<file path="src/rtl/xfan_ifu_fetch_if.sv">
// Fetch-unit bus: instruction-memory request/response, decode handoff and redirect.
// The master side is the fetch unit; the slave side is memory plus decode.
`ifndef INSTR_SIZE
`define INSTR_SIZE 32
`endif

interface xfan_ifu_fetch_if #(
    parameter int ADDR_W  = 32,
    parameter int INSTR_W = `INSTR_SIZE
);
    logic               imem_req_valid;
    logic               imem_req_ready;
    logic [ADDR_W-1:0]  imem_req_addr;
    logic               imem_rsp_valid;
    logic [INSTR_W-1:0] imem_rsp_data;
    logic               instr_valid;
    logic               instr_ready;
    logic [INSTR_W-1:0] instr;
    logic [ADDR_W-1:0]  instr_pc;
    logic               redirect_valid;
    logic [ADDR_W-1:0]  redirect_pc;

    modport master (
        output imem_req_valid, imem_req_addr, instr_valid, instr, instr_pc,
        input  imem_req_ready, imem_rsp_valid, imem_rsp_data, instr_ready,
               redirect_valid, redirect_pc
    );

    modport slave (
        input  imem_req_valid, imem_req_addr, instr_valid, instr, instr_pc,
        output imem_req_ready, imem_rsp_valid, imem_rsp_data, instr_ready,
               redirect_valid, redirect_pc
    );
endinterface

</file>
<file path="src/rtl/xfan_ifu_fetch.sv">
// Instruction-fetch requester: credit-limited sequential fetch, in-order response queue,
// redirect handling with draining of stale in-flight responses.
module xfan_ifu_fetch #(
    parameter int                 ADDR_W     = 32,
    parameter int                 INSTR_W    = `INSTR_SIZE,
    parameter logic [ADDR_W-1:0]  RESET_PC   = '0,
    parameter int                 FIFO_DEPTH = 2
) (
    input  logic              sys_clk,
    input  logic              sys_rst,
    xfan_ifu_fetch_if.master  bus
);
    localparam int CNT_W = $clog2(FIFO_DEPTH + 1);
    localparam int PTR_W = $clog2(FIFO_DEPTH);
    localparam logic [CNT_W:0] DEPTH_C = (CNT_W+1)'(FIFO_DEPTH);

    typedef enum logic {ST_FETCH = 1'b0, ST_FLUSH = 1'b1} state_e;

    state_e             state_q, state_d;
    logic [ADDR_W-1:0]  pc_q, pc_d;
    logic [ADDR_W-1:0]  rsp_pc_q, rsp_pc_d;
    logic [CNT_W-1:0]   outstanding_q, outstanding_d;
    logic [CNT_W-1:0]   drop_q, drop_d;
    logic [CNT_W-1:0]   count_q, count_d;
    logic [PTR_W-1:0]   rd_ptr_q, rd_ptr_d;
    logic [PTR_W-1:0]   wr_ptr_q, wr_ptr_d;
    logic [INSTR_W-1:0] data_q [FIFO_DEPTH];
    logic [ADDR_W-1:0]  fpc_q  [FIFO_DEPTH];

    logic              req_valid, req_fire, rsp_fire, push, pop, head_valid;
    logic [CNT_W:0]    inflight;
    logic [ADDR_W-1:0] redir_pc;

    always_comb begin
        inflight      = {1'b0, count_q} + {1'b0, outstanding_q};
        req_valid     = (state_q == ST_FETCH) && !sys_rst && (inflight < DEPTH_C);
        req_fire      = req_valid && bus.imem_req_ready;
        // A response with nothing outstanding is a protocol error and is ignored.
        rsp_fire      = bus.imem_rsp_valid && (outstanding_q != '0);
        head_valid    = (count_q != '0);
        pop           = head_valid && bus.instr_ready;
        redir_pc      = bus.redirect_pc & ~ADDR_W'(3);
        outstanding_d = outstanding_q + CNT_W'(req_fire) - CNT_W'(rsp_fire);

        pc_d     = pc_q;
        rsp_pc_d = rsp_pc_q;
        drop_d   = drop_q;
        count_d  = count_q;
        rd_ptr_d = rd_ptr_q;
        wr_ptr_d = wr_ptr_q;
        push     = 1'b0;

        if (bus.redirect_valid) begin
            // Everything still in flight after this edge is stale.
            pc_d     = redir_pc;
            rsp_pc_d = redir_pc;
            drop_d   = outstanding_d;
            count_d  = '0;
            rd_ptr_d = '0;
            wr_ptr_d = '0;
        end else begin
            if (req_fire) pc_d = pc_q + ADDR_W'(4);
            if (rsp_fire) begin
                if (drop_q != '0) begin
                    drop_d = drop_q - CNT_W'(1);
                end else begin
                    push     = 1'b1;
                    rsp_pc_d = rsp_pc_q + ADDR_W'(4);
                end
            end
            if (push) wr_ptr_d = wr_ptr_q + PTR_W'(1);
            if (pop)  rd_ptr_d = rd_ptr_q + PTR_W'(1);
            count_d = count_q + CNT_W'(push) - CNT_W'(pop);
        end

        state_d = (drop_d != '0) ? ST_FLUSH : ST_FETCH;
    end

    always_ff @(posedge sys_clk) begin
        if (sys_rst) begin
            state_q       <= ST_FETCH;
            pc_q          <= RESET_PC;
            rsp_pc_q      <= RESET_PC;
            outstanding_q <= '0;
            drop_q        <= '0;
            count_q       <= '0;
            rd_ptr_q      <= '0;
            wr_ptr_q      <= '0;
            for (int i = 0; i < FIFO_DEPTH; i++) begin
                data_q[i] <= '0;
                fpc_q[i]  <= '0;
            end
        end else begin
            state_q       <= state_d;
            pc_q          <= pc_d;
            rsp_pc_q      <= rsp_pc_d;
            outstanding_q <= outstanding_d;
            drop_q        <= drop_d;
            count_q       <= count_d;
            rd_ptr_q      <= rd_ptr_d;
            wr_ptr_q      <= wr_ptr_d;
            if (push) begin
                data_q[wr_ptr_q] <= bus.imem_rsp_data;
                fpc_q[wr_ptr_q]  <= rsp_pc_q;
            end
        end
    end

    assign bus.imem_req_valid = req_valid;
    assign bus.imem_req_addr  = pc_q;
    assign bus.instr_valid    = head_valid;
    assign bus.instr          = head_valid ? data_q[rd_ptr_q] : '0;
    assign bus.instr_pc       = head_valid ? fpc_q[rd_ptr_q]  : '0;

    rsp_with_outstanding: assert property (@(posedge sys_clk) disable iff (sys_rst)
        bus.imem_rsp_valid |-> (outstanding_q != '0));
endmodule

</file>
<file path="src/flat_wrapper.sv">
// flat-port wrapper written by rule: the top's interface ports become plain ports
module xfan_ifu_fetch_flat 
#(
    parameter int                 ADDR_W     = 32,
    parameter int                 INSTR_W    = `INSTR_SIZE,
    parameter logic [ADDR_W-1:0]  RESET_PC   = '0,
    parameter int                 FIFO_DEPTH = 2
)
  (sys_clk, sys_rst, bus_imem_req_valid, bus_imem_req_addr, bus_instr_valid, bus_instr, bus_instr_pc, bus_imem_req_ready, bus_imem_rsp_valid, bus_imem_rsp_data, bus_instr_ready, bus_redirect_valid, bus_redirect_pc);
  xfan_ifu_fetch_if #(.ADDR_W(ADDR_W), .INSTR_W(INSTR_W)) bus_i ();
  input  logic sys_clk;
  input  logic sys_rst;
  output wire logic [$bits(bus_i.imem_req_valid)-1:0] bus_imem_req_valid;
  output wire logic [$bits(bus_i.imem_req_addr)-1:0] bus_imem_req_addr;
  output wire logic [$bits(bus_i.instr_valid)-1:0] bus_instr_valid;
  output wire logic [$bits(bus_i.instr)-1:0] bus_instr;
  output wire logic [$bits(bus_i.instr_pc)-1:0] bus_instr_pc;
  input wire logic [$bits(bus_i.imem_req_ready)-1:0] bus_imem_req_ready;
  input wire logic [$bits(bus_i.imem_rsp_valid)-1:0] bus_imem_rsp_valid;
  input wire logic [$bits(bus_i.imem_rsp_data)-1:0] bus_imem_rsp_data;
  input wire logic [$bits(bus_i.instr_ready)-1:0] bus_instr_ready;
  input wire logic [$bits(bus_i.redirect_valid)-1:0] bus_redirect_valid;
  input wire logic [$bits(bus_i.redirect_pc)-1:0] bus_redirect_pc;
  assign bus_imem_req_valid = bus_i.imem_req_valid;
  assign bus_imem_req_addr = bus_i.imem_req_addr;
  assign bus_instr_valid = bus_i.instr_valid;
  assign bus_instr = bus_i.instr;
  assign bus_instr_pc = bus_i.instr_pc;
  assign bus_i.imem_req_ready = bus_imem_req_ready;
  assign bus_i.imem_rsp_valid = bus_imem_rsp_valid;
  assign bus_i.imem_rsp_data = bus_imem_rsp_data;
  assign bus_i.instr_ready = bus_instr_ready;
  assign bus_i.redirect_valid = bus_redirect_valid;
  assign bus_i.redirect_pc = bus_redirect_pc;
  xfan_ifu_fetch #(.ADDR_W(ADDR_W), .INSTR_W(INSTR_W), .RESET_PC(RESET_PC), .FIFO_DEPTH(FIFO_DEPTH)) u_core (.sys_clk(sys_clk), .sys_rst(sys_rst), .bus(bus_i));
endmodule
</file>
<file path="config.mk">
export PLATFORM = sky130hd
export DESIGN_NAME = xfan_ifu_fetch_flat
export DESIGN_NICKNAME = d
export VERILOG_FILES = /design/src/rtl/xfan_ifu_fetch_if.sv /design/src/rtl/xfan_ifu_fetch.sv /design/src/flat_wrapper.sv
export SDC_FILE = /design/constraint.sdc
export NUM_CORES = 1
export LEC_CHECK = 0
export BUFFER_PORTS_ARGS = -buffer_cell sky130_fd_sc_hd__buf_4
export CORE_MARGIN = 5
export CORE_UTILIZATION = 57
export DETAILED_ROUTE_END_ITERATION = 7
export GPL_ROUTABILITY_DRIVEN = 0
export PLACE_DENSITY = 0.84
export SLEW_MARGIN = 20
export SYNTH_ARGS = -nofsm -noshare
export SYNTH_HDL_FRONTEND = slang
export SYNTH_SLANG_ARGS = --single-unit
</file>
<file path="constraint.sdc">
create_clock -name sys_clk -period 2.8 [get_ports sys_clk]
set_input_delay 0.14 -clock sys_clk [delete_from_list [all_inputs] [get_ports sys_clk]]
set_output_delay 0.14 -clock sys_clk [all_outputs]
set_load 0.03 [all_outputs]
</file>
# Word-level counts from Yosys, hierarchy flattened
# Memory sizes are Yosys's and may differ from the RTL's. A register that Yosys moved wholly into a read port is not among the register bits.
# Index checks and enable logic that the tools add are counted.
[word_totals] regBits=73 latch_bits=0 ramBits=128 mem_bits_ro=0 input_bits=70 output_inout_bits=98 elab_cells=73 memories=2
[mem_list] name="u_core.data_q" depth=2 width=32 read_ports=1 rd_clocked_by_memory_dff=1 wr=2 line_no="xfan_ifu_fetch.sv:27" source="logic [INSTR_W-1:0] data_q [FIFO_DEPTH];"
[mem_list] name="u_core.fpc_q" depth=2 width=32 read_ports=1 rd_clocked_by_memory_dff=1 wr=2 line_no="xfan_ifu_fetch.sv:28" source="logic [ADDR_W-1:0] fpc_q [FIFO_DEPTH];"
[classes] addsub=10 mul=0 div_mod_pow=0 magnitude_cmp=1 n_eq_ne=1 shifts=0 muxes=30 n_bitwise=2 reduce_logical=17
[op_table] op="$mux W32" n=9
[op_table] op="$add A32 B3 Y32 const B" n=2
[op_table] op="$reduce_or A32 Y1" n=2
[op_table] op="$mux W1" n=18
[op_table] op="$reduce_bool A2 Y1" n=6
[op_table] op="$mux W2" n=3
[op_table] op="$logic_and A1 B1 Y1" n=5
[op_table] op="$add A2 B1 Y2" n=2
[op_table] op="$reduce_and A2 Y1" n=2
[op_table] op="$sub A2 B1 Y2" n=2
[op_table] op="$add A2 B2 Y3" n=1
[op_table] op="$lt A3 B2 Y1 const B" n=1
[op_table] op="$add A1 B1 Y1 const B" n=2
[op_table] op="$ne A2 B2 Y1 const B" n=1
[op_table] op="$not A1 Y1" n=2
[op_table] op="$reduce_or A2 Y1" n=1
[op_table] op="$sub A2 B1 Y2 const B" n=1
[op_table] op="$logic_not A1 Y1" n=1

# Logic depth before layout (Yosys ltp)
# Gate-level depths: netlist of run 1.
[depth] ltp_word=10 mapped_depth=10 mapped_depth_nobuf=10

# Worst setup path after synthesis of run 1
# Ideal clock, no wire load.
[synth_path] kind="register to register" startpoint="register u_core.outstanding_q[1]" endpoint="memory u_core.data_q[0][0] (netlist name) (enable)" setup_time_ns=0.393 arrival_time_ns=2.119 required_time_ns=2.407 setup_slack_ns=0.288 stages_incl_launch_ff=6 path_buffers=1 synth_period_minus_slack_ns=2.512 path_cell_list="dfxtp_1 o21ai_0 nor3_2 and3_1 clkbuf_1 or2_2"
[synth_lines] element="start, declared" line_no="xfan_ifu_fetch.sv:22" source="logic [CNT_W-1:0] outstanding_q, outstanding_d;"
[synth_lines] element="start signal, assigned" line_no="xfan_ifu_fetch.sv:97" source="outstanding_q <= outstanding_d;"
[synth_lines] element="end, declared" line_no="xfan_ifu_fetch.sv:27"

# Worst setup path in the final report of run 1
[layout_path] startpoint="register u_core.count_q[0]" endpoint="register u_core.pc_q[19] (netlist: u_core.bus.imem_req_addr[19])"
[layout_via] elab_chain_cells=5
[layout_rtl] element="start, declared" line_no="xfan_ifu_fetch.sv:24" source="logic [CNT_W-1:0] count_q, count_d;"
[layout_rtl] element="start signal, assigned" line_no="xfan_ifu_fetch.sv:99" source="count_q <= count_d;"
[layout_rtl] element="$add A2 B2 Y3" line_no="xfan_ifu_fetch.sv:35" source="inflight = {1'b0, count_q} + {1'b0, outstanding_q};"
[layout_rtl] element="$lt A3 B2 Y1" line_no="xfan_ifu_fetch.sv:36" source="req_valid = (state_q == ST_FETCH) && !sys_rst && (inflight < DEPTH_C);"
[layout_rtl] element="$logic_and A1 B1 Y1" line_no="xfan_ifu_fetch.sv:36"
[layout_rtl] element="$logic_and A1 B1 Y1" line_no="xfan_ifu_fetch.sv:37" source="req_fire = req_valid && bus.imem_req_ready;"
[layout_rtl] element="$reduce_bool A2 Y1 (no line)"
[layout_rtl] element="end signal, assigned" line_no="xfan_ifu_fetch.sv:95" source="pc_q <= pc_d;"
[layout_rtl] element="end, declared" line_no="xfan_ifu_fetch.sv:20" source="logic [ADDR_W-1:0] pc_q, pc_d;"
# No other way between the ends.
# A chain may end at the register's enable or synchronous reset.

==> summary.txt, run 1 <==
HPWL Detailed - 15540 µm
VDD IR max - 0.0004804 V
Hold endpoint - u_core.data_q[0][30]
Clock Skew - 13.58 ps
Startpoint types - flip-flop
Fin crit share - 87.49%
R2R depth - 8
Sink Count - 194
Largest area contributor in the netlist - edfxtp_1
Root Driver - clkbuf_16
Synth warn - 0
Reg2Reg Setup Slack - 350 ps
Synthesized flop and latch total - 194
WL/cell - 17.67 µm
Worst Hold Class - in -> reg
Required @ worst endpoint - 3170 ps
R2r startpoint - u_core.count_q[0]
Worst-skew pair later-pin latency - 440 ps
# rows - 47
Detailed Route WL - 23220 µm
Fmax - 0.4082 GHz
WHS Path Cells - 2
FFs w/ async S/R, synth - 0%
Post-cts gate resize count - 0
DR pass1 iterations - 5
Ratio of cells with drive above 1 in the final layout - 20.93%
Commonest cells in the netlist - and2_1 (129), edfxtp_1 (124), nor2_1 (103)
GRT Overall Usage - 23.43%
Cts bufs inserted - 17
Placeable Area - 0.01658 mm²
Setup TNS - 0 ps
CP max FO - 10
Hold Crit Start - bus_imem_rsp_data[30]
Antenna Violating Nets Remaining - 0
Port Buf Inserts - 161
GRT overflow - 0
Die Y - 140.2 µm
Crit Path Category - reg -> reg
RSZ-0062 raised after global routing - no
Horiz. Die Dim - 140.2 µm
Worst EP arrival - 2820 ps
Starting Density - 58.24%
Post-synth EDFFs - 124
H-tree Lvls - 4
Antenna violations before repair - 0
Synth area leaders - edfxtp_1 (39%), dfxtp_1 (15%), and2_1 (8.4%), mux2i_1 (6.6%), nor2_1 (4.0%)
Fin nets - 1158
Ys flop type - edfxtp_1
Largest net degree at the start of global routing - 63
Syn_area_per_cell - 10.51 µm²
Post-synthesis cell area - 0.009658 mm²
Tmin final - 2450 ps
Drt drc - 0
Antenna cells - 0
Worst slew pin tran - 672.8 ps
Most numerous cell in the Yosys netlist - and2_1
Max-Cap Viols - 0
CP endpoint kind - flip-flop
First-pass GRT wire length - 37270 µm
DR iter-0 viols - 570
Slew headroom - 55.15%
Placed instance count - 1253
Crit Reg-Reg Endpoint - u_core.bus.imem_req_addr[19]
Pleak - 0.004604 µW
Vias in the first global route - 7439
Via/cell ratio - 5.766
Die area - 0.01965 mm²
Clock-pin slew on the worst setup and hold paths - 70 ps
Synth-to-Final Area Change - 23.81%
IO Count - 168
Seq/Total Area, Yosys - 53.06%
Final Power - 7166 µW
Final Slew Violations - 0
Status - complete, no violations
Final setup fails - 0
Clock buffer depth - 2
Cells after Synth - 919
Final Non-Filler Cells - 1314
Post-synth top area share - 38.55%
Power density cells - 599.3 mW/mm²
Detailed-route via count - 7576
Hold Vio Cnt, Final - 0
Library cells used by synthesis - 62
TritonCTS clock tree - built
[kinds of logic (layout without fill, tap and decap cells)]
kind of cell             after synthesis  after routing  share of synthesized area, %
XOR/XNOR                              23             23                         2.086
buffers and inverters                 95            267                         3.977
adder cells (fa/ha/maj)                7              7                        0.9846
AND/OR/NAND/NOR                      415            415                         24.36
multiplexers                          64             64                         6.633
flip-flops                           194            194                         53.06
AO/OA/AOI/OAI                        120            120                         8.861
other                                  1              4                       0.03883
[layout by cell type, fill, tap and decap left out, drive strengths merged, types with 12 or more instances in the layout]
| cell | n |
|---|---|
| a211oi | 15 |
| a21boi | 17 |
| a21oi | 17 |
| and2 | 129 |
| and3 | 12 |
| and4 | 13 |
| buf | 181 |
| clkbuf | 19 |
| dfxtp | 70 |
| dlygate4sd3 | 29 |
| edfxtp | 124 |
| inv | 26 |
| mux2i | 64 |
| nand2 | 32 |
| nand3 | 21 |
| nand4 | 25 |
| nor2 | 103 |
| nor3 | 15 |
| nor4 | 15 |
| o21ai | 12 |
| xnor2 | 12 |
[worst max-delay path, stage by stage, from the launching register on]
cell,delay (ps)
dfxtp_1,380
inv_1,80
nor2_1,110
fa_1,460
nor4_4,310
buf_4,210
nand4_2,220
or4_1,460
a31oi_1,160
[sequential cells by signal (all words and copies together), names as in the netlist, named ones only]
| name | count |
|---|---|
| u_core.rd_ptr_q | 1 |
| u_core.data_q | 64 |
| u_core.drop_q | 2 |
| u_core.bus.imem_req_addr | 30 |
| u_core.fpc_q | 60 |
| u_core.wr_ptr_q | 1 |
| u_core.outstanding_q | 2 |
| u_core.count_q | 2 |
| u_core.state_q | 1 |
| u_core.rsp_pc_q | 30 |
[area by class of cell]
class	count	area (µm²)
flip-flops and latches	194	5129
fillers	1190	4626
inverters	25	93.84
well taps	220	275.3
clock buffers	19	432.9
clock inverters	13	183.9
repair buffers	210	1674
multi-input cells	633	4169
[where the power goes]
part / switching [µW] / internal, µW / total [µW]
Clock: 1030 / 1500 / 2530
Sequential: 173 / 3250 / 3420
Combinational: 727 / 490 / 1220
Total: 1930 / 5230 / 7170
[metal layers]
layer	track usage, %	vias up	wire (µm)
met5	0	-	0
met4	6.731	0	377
met3	4.533	33	1560
met2	38.99	301	11290
met1	31.40	3615	9988
li1	-	3627	-
[how the worst max path moves through the flow]
stage / startpoint / to
floorplan: u_core.outstanding_q[1] / u_core.data_q[0][0]
global placement: u_core.count_q[0] / u_core.bus.imem_req_addr[19]
detailed placement: u_core.count_q[0] / u_core.bus.imem_req_addr[19]
CTS: u_core.count_q[0] / u_core.bus.imem_req_addr[19]
global route: u_core.count_q[0] / u_core.bus.imem_req_addr[24]
finish: u_core.count_q[0] / u_core.bus.imem_req_addr[19]
[per-stage QoR]
step	hold slack, ps	cell area [µm²]	utilization, %	worst slack [ps]
5_1_grt	6.452	11960	72.11	55.60
3_5_place_dp	429.8	11050	66.64	338.0
6_report	9.956	11960	72.11	350.3
3_3_place_gp	424.1	11050	66.64	399.7
4_1_cts	0.8216	11950	72.05	332.3
2_1_floorplan	324.3	9669	-	287.7
[what timing repair did]
item,in CTS,in global routing
endpoints found under the hold margin,46,1
setup buffers,0,0
hold buffers,28,1
setup endpoints to repair,0,0
(Power assumes the default switching activity.)
==> run 2: changes to the inputs <==
--- a/config.mk
+++ b/config.mk
@@ -6,11 +6,12 @@
 export NUM_CORES = 1
 export LEC_CHECK = 0
 export BUFFER_PORTS_ARGS = -buffer_cell sky130_fd_sc_hd__buf_4
+export CELL_PAD_IN_SITES_DETAIL_PLACEMENT = 0
+export CELL_PAD_IN_SITES_GLOBAL_PLACEMENT = 2
 export CORE_MARGIN = 5
-export CORE_UTILIZATION = 57
+export CORE_UTILIZATION = 36
 export DETAILED_ROUTE_END_ITERATION = 7
-export GPL_ROUTABILITY_DRIVEN = 0
-export PLACE_DENSITY = 0.84
+export PLACE_DENSITY = 0.83
 export SLEW_MARGIN = 20
 export SYNTH_ARGS = -nofsm -noshare
 export SYNTH_HDL_FRONTEND = slang
==> constraint.sdc (replaced) <==
create_clock -name sys_clk -period 2.8 [get_ports sys_clk]
set_input_delay 0 -clock sys_clk [delete_from_list [all_inputs] [get_ports sys_clk]]
set_output_delay 0 -clock sys_clk [all_outputs]
set_load 0.03 [all_outputs]
==> run 2 against run 1 <==
Compared with the run above:
- global-route usage is 7.3 points lower
- via count is 2.9% lower
- sequential power hardly changed
- die area is 54% higher
- final cell count is 11% higher
- power is 1.8% lower
- worst hold slack better by 5.4 ps
- first-iteration DRC count is 35% lower
- routed wire length is 5.4% higher
- largest cell class unchanged
- core utilization is 26 points lower
- count of clock-buffer cells in the layout is 2 lower
==> summary.txt, run 2 (synthesized netlist as in run 1, its figures left out) <==
Status - complete, no violations
FF/Latch Area - 0.005129 mm² (unchanged)
Crit Path Category - reg -> reg
R2r startpoint - u_core.count_q[0]
Detailed Route WL - 24470 µm (+5.4%)
Post-layout instance area - 0.01231 mm² (+3.0%)
TritonCTS clock tree - built
HPWL Detailed - 16570 µm (+6.6%)
Slew headroom - 43.25% (-12 points)
VDD IR max - 0.0002715 V (-43%)
Ratio of cells with drive above 1 in the final layout - 21.00% (+0.069 points)
Vias in the first global route - 7152 (-3.9%)
Pleak - 0.004682 µW (+1.7%)
Sink Count - 194 (unchanged)
Max FFs per register - 64 (unchanged)
Critical path startpoint - u_core.count_q[0]
Worst Hold Class - in -> reg
Final Slew Violations - 0 (unchanged)
Max-Cap Viols - 0 (unchanged)
Fmax - 0.3939 GHz (-3.5%)
Cts bufs inserted - 17 (unchanged)
Horiz. Die Dim - 173.8 µm (+24%)
Root Driver - clkbuf_16
DR pass1 iterations - 5 (unchanged)
Reg2Reg Setup Slack - 260 ps (-90 ps)
RSZ-0062 raised after global routing - no
Fin crit share - 90.66% (+3.2 points)
Clock Skew - 9.144 ps (-4.434 ps)
Top reg by flops - u_core.data_q
GRT Overall Usage - 16.16% (-7.3 points)
Largest net degree at the start of global routing - 63 (unchanged)
Postcts setup bufs - 0 (unchanged)
Port Buf Inserts - 161 (unchanged)
Most frequent cells in the layout - buf_4 (182), and2_1 (129), edfxtp_1 (124)
Cell Area, Placed - 0.01121 mm² (+1.4%)
Multi-input logic area - 0.004170 mm² (about the same)
Required @ worst endpoint - 3120 ps (-50 ps)
Final setup fails - 0 (unchanged)
Antenna Violating Nets Remaining - 0 (unchanged)
Drt drc - 0 (unchanged)
Power density cells - 571.5 mW/mm² (-4.6%)
Fin nets - 1184 (+2.2%)
Placeable Area - 0.02665 mm² (+61%)
Biggest registers after layout - u_core.data_q: 64 flops, u_core.fpc_q: 60 flops
CP max FO - 14 (+4)
Via/cell ratio - 5.038 (-13%)
GRT overflow - 0 (unchanged)
Startpoint types - flip-flop
Leading cell type in the layout, fill and taps excluded - buf_4
H-tree Lvls - 4 (unchanged)
Tmin final - 2538 ps (+88.75 ps)
# rows - 60 (+28%)
WHS Path Cells - 4 (+2)
IO Count - 168 (unchanged)
Antenna violations before repair - 0 (unchanged)
DR iter-0 viols - 371 (-35%)
Setup TNS - 0 ps (unchanged)
Starting Density - 36.24% (-22 points)
Detailed-route via count - 7356 (-2.9%)
Post-cts gate resize count - 0 (unchanged)
Clock buffer depth - 2 (unchanged)
Die area - 0.03020 mm² (+54%)
GPL Wtd Cong - 0.7763
Die Y - 173.8 µm (+24%)
WL/cell - 16.76 µm (-5.1%)
First-pass GRT wire length - 39250 µm (+5.3%)
CP endpoint kind - flip-flop
Worst Hold Margin - 15.37 ps (+5.415 ps)
Worst-skew pair later-pin latency - 420 ps (-20 ps)
Hold Vio Cnt, Final - 0 (unchanged)
Synth-to-Final Area Change - 27.49%
Worst slew pin tran - 851.2 ps (+178.4 ps)
Antenna cells - 0 (unchanged)
Hold Buf Count CTS - 53 (+89%)
R2R depth - 8 (unchanged)
Hold Crit Start - bus_redirect_pc[10]
Worst EP arrival - 2860 ps (+40 ps)
Clock-pin slew on the worst setup and hold paths - 70 ps (about the same)
Fillers - 2516 (+110%)
-- run 2: cell count changes in the layout (fill, tap and decap cells not counted), moves of 2 or more --
cell           before  now
buf_4             179  182
bufinv_16           4    1
clkbuf_1            2    0
clkinv_1            2    0
clkinvlp_4          1    4
dlygate4sd3_1      29   53
inv_6               1    3
inv_8               0    2
-- run 2: where the power goes --
group	total, µW	internal (µW)	leakage [µW]	switching [µW]
registers	3410	3250	0.00186	166
logic	1240	509	0.00255	732
clock network	2380	1250	0.000269	1130
-- run 2: final timing paths --
| kind | endpoint |
|---|---|
| worst min register to register | flip-flop |
| worst min-delay path | u_core.rsp_pc_q[10] |
| worst max register to register | u_core.bus.imem_req_addr[30] |
| worst max-delay path | u_core.bus.imem_req_addr[30] |
-- run 2: per-stage QoR --
stage,worst slack [ps],power [µW],util [%],cells
floorplan,287.7,4184,-,922
finish,261.6,7037,46.20,1460
global route,42.44,7364,46.20,1460
detailed placement,284.0,4672,42.05,1376
global placement,354.2,4660,42.05,1376
CTS,262.5,7113,46.20,1460
-- run 2: metal layers --
| layer | vias to the layer above | track usage, % | share of wire (%) |
|---|---|---|---|
| met5 | - | 0 | 0 |
| met4 | 0 | 3.167 | 0.75 |
| met3 | 12 | 4.035 | 5.3 |
| met2 | 189 | 25.52 | 45 |
| met1 | 3476 | 22.76 | 49 |
| li1 | 3679 | - | - |
-- run 2: worst max-delay path, cell delays in order (launching register included) --
cell	delay (ps)
dfxtp_1	380
inv_1	80
nor2_1	110
fa_1	470
nor4_4	430
nand4_1	140
buf_4	220
or4_1	460
and3_1	150
-- run 2: area by class of cell --
| cell class | count | share of cell area [%] |
|---|---|---|
| inverters | 25 | 0.7621 |
| flip-flops and latches | 194 | 41.65 |
| clock buffers | 17 | 3.455 |
| clock inverters | 14 | 1.230 |
| well taps | 341 | 3.465 |
| multi-input cells | 633 | 33.87 |
| repair buffers | 236 | 15.57 |
